## src/rtl/level_ramp_if.sv

```systemverilog
// level_ramp_if: I2S timing, volume request and applied level between controller and level_ramp
interface level_ramp_if;
    logic       bclk;
    logic       lrclk;
    logic [6:0] target;
    logic [3:0] rate;
    logic       mute;
    logic [6:0] level;
    logic       busy;
    logic       muted;
    modport master (output bclk, lrclk, target, rate, mute, input level, busy, muted);
    modport slave  (input bclk, lrclk, target, rate, mute, output level, busy, muted);
endinterface

```

## src/rtl/level_ramp.sv

```systemverilog
// level_ramp: steps the mixer level toward a clamped/muted target, one step per (rate+1) I2S frames
module level_ramp #(
    parameter int LEVEL_MAX  = 82,
    parameter int LEVEL_INIT = 0
) (
    input logic         clk,
    input logic         rst,
    level_ramp_if.slave bus
);
    typedef enum logic [1:0] {IDLE, UP, DOWN} state_t;
    localparam logic [6:0] MAXV  = 7'(LEVEL_MAX);
    localparam logic [6:0] INITV = 7'(LEVEL_INIT);
    state_t     state, state_n;
    logic [6:0] level_q, level_n, eff;
    logic [3:0] cnt, cnt_n;
    logic       lrclk_prev, tick, busy_q, muted_q, unused;
    assign unused = bus.bclk;
    assign eff  = bus.mute ? 7'd0 : (bus.target > MAXV ? MAXV : bus.target);
    assign tick = lrclk_prev & ~bus.lrclk;
    // A state change wins over a coincident tick, so steps only happen in a settled UP/DOWN state
    always_comb begin
        state_n = eff > level_q ? UP : (eff < level_q ? DOWN : IDLE);
        level_n = level_q;
        cnt_n   = cnt;
        if (state_n != state || state_n == IDLE)
            cnt_n = 4'd0;
        else if (tick) begin
            cnt_n   = cnt == bus.rate ? 4'd0 : cnt + 4'd1;
            level_n = cnt != bus.rate ? level_q : (state == UP ? level_q + 7'd1 : level_q - 7'd1);
        end
    end
    always_ff @(posedge clk) begin
        if (rst) begin
            state      <= IDLE;
            level_q    <= INITV;
            cnt        <= 4'd0;
            lrclk_prev <= 1'b1;
            busy_q     <= 1'b0;
            muted_q    <= 1'b0;
        end else begin
            state      <= state_n;
            level_q    <= level_n;
            cnt        <= cnt_n;
            lrclk_prev <= bus.lrclk;
            busy_q     <= state_n != IDLE;
            muted_q    <= bus.mute && level_n == 7'd0 && state_n == IDLE;
        end
    end
    assign bus.level = level_q;
    assign bus.busy  = busy_q;
    assign bus.muted = muted_q;
endmodule

```

## src/flat_wrapper.sv

```systemverilog
// flat-port wrapper written by rule: the top's interface ports become plain ports
module level_ramp_flat 
#(
    parameter int LEVEL_MAX  = 82,
    parameter int LEVEL_INIT = 0
)
  (clk, rst, bus_bclk, bus_lrclk, bus_target, bus_rate, bus_mute, bus_level, bus_busy, bus_muted);
  level_ramp_if bus_i ();
  input logic clk;
  input logic rst;
  input wire logic [$bits(bus_i.bclk)-1:0] bus_bclk;
  input wire logic [$bits(bus_i.lrclk)-1:0] bus_lrclk;
  input wire logic [$bits(bus_i.target)-1:0] bus_target;
  input wire logic [$bits(bus_i.rate)-1:0] bus_rate;
  input wire logic [$bits(bus_i.mute)-1:0] bus_mute;
  output wire logic [$bits(bus_i.level)-1:0] bus_level;
  output wire logic [$bits(bus_i.busy)-1:0] bus_busy;
  output wire logic [$bits(bus_i.muted)-1:0] bus_muted;
  assign bus_i.bclk = bus_bclk;
  assign bus_i.lrclk = bus_lrclk;
  assign bus_i.target = bus_target;
  assign bus_i.rate = bus_rate;
  assign bus_i.mute = bus_mute;
  assign bus_level = bus_i.level;
  assign bus_busy = bus_i.busy;
  assign bus_muted = bus_i.muted;
  level_ramp #(.LEVEL_MAX(LEVEL_MAX), .LEVEL_INIT(LEVEL_INIT)) u_core (.clk(clk), .rst(rst), .bus(bus_i));
endmodule
```

## config.mk

```make
export PLATFORM = sky130hd
export DESIGN_NAME = level_ramp_flat
export DESIGN_NICKNAME = d
export VERILOG_FILES = /design/src/rtl/level_ramp_if.sv /design/src/rtl/level_ramp.sv /design/src/flat_wrapper.sv
export SDC_FILE = /design/constraint.sdc
export NUM_CORES = 1
export LEC_CHECK = 0
export ABC_AREA = 1
export CORE_ASPECT_RATIO = 0.7
export CORE_MARGIN = 3
export CORE_UTILIZATION = 40
export DETAILED_ROUTE_END_ITERATION = 6
export GPL_ROUTABILITY_DRIVEN = 0
export PLACE_DENSITY = 0.78
export SLEW_MARGIN = 20
export SYNTH_ARGS = -nofsm -noshare
export SYNTH_HDL_FRONTEND = slang
export SYNTH_SLANG_ARGS = --single-unit
```

## constraint.sdc

```tcl
create_clock -name clk -period 2.7 [get_ports clk]
set_input_delay 0.81 -clock clk [delete_from_list [all_inputs] [get_ports clk]]
set_output_delay 0.81 -clock clk [all_outputs]
set_load 0.03 [all_outputs]
```

==> results by group <==
Synthesis
  • Synth Instances: 206
  • EDFF count, synth: 0
  • Syn. warnings: 0
  • Synth area leader: dfxtp_1
  • Compound-cell area share of the yosys netlist: 6.33%
  • Async SR Flop Fraction: 0%
  • Share of the synthesized area in the top cell type: roughly 25%
  • Avg Synthesized Cell Area: 6.33 um2
  • Xor and xnor area share after synthesis: 4.03%
  • Share of the yosys chip area belonging to registers: between 20 and 25%
  • Most instantiated cells after synthesis: nand2_1, inv_1, nor2_1, dfxtp_1, ha_1
  • Top-count cell post-synth: nand2_1
  • Synthesized area: 1310 um2
  • Ys flop type: dfxtp_1
  • Mux share of post-synthesis cell area: 0%
  • Net count after synthesis: ~240
  • Top post-synthesis cells by area: dfxtp_1, nand2_1, ha_1
  • Netlist cell types: 28
  • Post-Synth Adder-Cell Area: 14.0%
  • Simple-gate share of the synthesized area: 39.0%
  • FF+latch count, synth: 16
  • Largest family of logic cells by synthesized area: simple AND/OR/NAND/NOR gates

Setup path
  • WP data arrival: slightly below 3000 ps
  • Worst path slowest cell: ha_1
  • Crit path capture type: flop
  • Crit start category: primary input
  • Type of the worst setup path: in2reg
  • Critical path peak fanout: 8
  • CP max stage delay: just under 300 ps
  • Critical-path cell list: buf_6, inv_2, nand3_2, nand2_1, nand2_1, nand2_2, inv_4, nor2_4, nor2_2, ha_1, nand2_1, nand2_2, a21oi_4, nand2_2, nand2_2, nand3_4, nand2_2, nand2_2, inv_2, nand2_1, nor2_1, nand2_1, nor2_1
  • Cell mode on critical path: nand2_2
  • WP data required: 2890 ps

Pwr
  • Cell Pwr Density: between 300 and 400 nW/um2
  • Leakage power: 0.976 nW
  • Maximum VDD drop: around 0.00018 V
  • Tot Pwr: ~0.71 mW

Finish
  • Share of cells above drive strength 1: 29.3%
  • Fillers: 235
  • Final Cell Area: between 1500 and 2000 um2
  • Final net count: 287
  • Area growth from synthesis to layout: 48.4%
  • Post-Route Utilization: approximately 66%
  • Area of the multi-input gates: 937 um2
  • Antenna cell count: 0
  • Reg area: 320 um2

Die
  • Core footprint: approximately 2900 um2
  • FP Rows: 16
  • Die H: 53.8 um
  • IO Pins: 25
  • Die W: 74.3 um
  • Die ar.: roughly 4000 um2
  • Initial Util: between 40% and 50%

Clocking
  • Hold_buf cts: 0
  • TritonCTS Sinks: 16
  • Clk slew on worst S/H paths: 60 ps
  • Clk_lat worst skew: 260 ps
  • Clock Tree Root: clkbuf_8
  • CTS tree: built
  • Max Buffers Root-to-Sink: 2
  • Number of CTS-inserted buffers: 3
  • H-tree levels: 1

STA
  • Relative slew slack: 76.6%
  • Final Max Slew Viols: 0
  • WHS: ~540 ps
  • Setup TNS: -139 ps
  • Fin. Hold Viols: 0
  • Minimum clock period: 2790 ps
  • Crit share post-route: 103%
  • Final WS setup: -91.3 ps
  • Slew @ Worst Pin: 350 ps
  • RSZ-0062 raised after global routing: yes
  • Fmax: 358 MHz
  • Clk_skew: 4.14 ps
  • Setup violations, final: 2

Global routing
  • Largest net degree at the start of global routing: 11
  • Initial antenna violation count: 0
  • Vias in the first global route: roughly 1100
  • Global route overflow: 0
  • First-pass GRT wire length: 4850 um
  • Total GRT Usage: 16.1%

Routing
  • WL/cell: ~12 um
  • DRT antenna net count: 0
  • Vias: approximately 1400
  • DRC: 0
  • Vias per inst: 4.79
  • Detailed Route Iter0 Violations: between 70 and 80
  • Final WL: 3450 um
  • TritonRoute pass-1 iters: 4

Flow run
  • Max Cap Viol: 0

Outcome
  • Failing checks: setup timing
  • Outcome: finished with violations

Hold path
  • HP Class: reg2reg

Placed design
  • I/O Buffers: 23
  • Post-Place Cell Area: 1700 um2
  • Hpwl dp: 2280 um
[registers in the layout, indices dropped and copies added (netlist names)]
| name | count |
|---|---|
| u_core.bus.busy | 1 |
| u_core.bus.level | 7 |
| u_core.cnt | 4 |
| u_core.state | 2 |
| u_core.bus.muted | 1 |
| u_core.lrclk_prev | 1 |
[worst max-delay path: cells and delay by family]
| family | cells | cell delay (ps) |
|---|---|---|
| simple gates | 17 | 1470 |
| fa+ha+maj | 1 | 290 |
| buf+inv | 4 | 260 |
| compound gates | 1 | 170 |
[per-layer routing]
layer	share of wire, %	global-route usage, %	up-vias
met5	0	0	-
met4	1.1	5.33	0
met1	48	23.1	622
li1	-	-	739
met3	5.9	4.66	5
met2	45	22.9	32
[power by group]
part           leakage [nW]  total, mW  switching (mW)  internal (mW)
sequential            0.130      0.250         0.00542          0.245
clock                0.0288      0.213          0.0833          0.130
combinational         0.817      0.248           0.138          0.110
total                 0.976      0.711           0.226          0.485
[worst paths after layout]
check / start / end / slack (ps) / depth (start not counted)
worst max-delay path: bus_target[2] / u_core.bus.muted$_SDFF_PP0_ / -90 / 23
worst min register to register: u_core.bus.level[3]$_SDFF_PP0_ / u_core.bus.level[3]$_SDFF_PP0_ / 540 / 2
worst min-delay path: u_core.bus.level[3]$_SDFF_PP0_ / u_core.bus.level[3]$_SDFF_PP0_ / 540 / 2
worst max register to register: u_core.state[1]$_SDFF_PP0_ / u_core.bus.level[6]$_SDFF_PP0_ / 480 / 11
[cells by family after synthesis]
kind of cell	count (synthesis)
AND/OR/NAND/NOR	114
buffers and inverters	42
flip-flops	16
AO/OA/AOI/OAI	14
adder cells (fa/ha/maj)	14
XOR/XNOR	6
[placed cells by master, fill, tap and decap left out, drive strengths merged]
cell	n
and2	1
clkbuf	5
nand3b	2
dfxtp	16
a22oi	1
nor2	28
xnor2	2
xor2	4
ha	13
fa	1
nor3	3
nand2	63
or2	1
clkdlybuf4s50	15
nand4	3
inv	40
nand3	13
a21oi	9
a211oi	1
dlygate4sd2	1
a21o	1
o21ai	1
buf	29
clkdlybuf4s15	2
a31oi	1
[timing repair]
action,CTS,global route
pin swaps,16,22
setup endpoints to repair,12,12
setup buffers,6,2
gates resized for setup,31,35
gates cloned,0,0
[layout make-up]
| class | instances | share of cell area (%) |
|---|---|---|
| Tap cell | 36 | 2.33 |
| Sequential cell | 16 | 16.5 |
| Multi-Input combinational cell | 148 | 48.4 |
| Clock buffer | 4 | 2.84 |
| Timing Repair Buffer | 48 | 21.9 |
| Inverter | 40 | 8.01 |
[per-stage QoR]
| stage | std cells | setup slack [ps] |
|---|---|---|
| global route | 292 | -224 |
| finish | 292 | -91.3 |
| floorplan | 206 | 11.5 |
| global placement | 280 | -543 |
| CTS | 290 | -72.2 |
| detailed placement | 280 | -618 |
No activity file was read; power rests on OpenSTA's default activity.
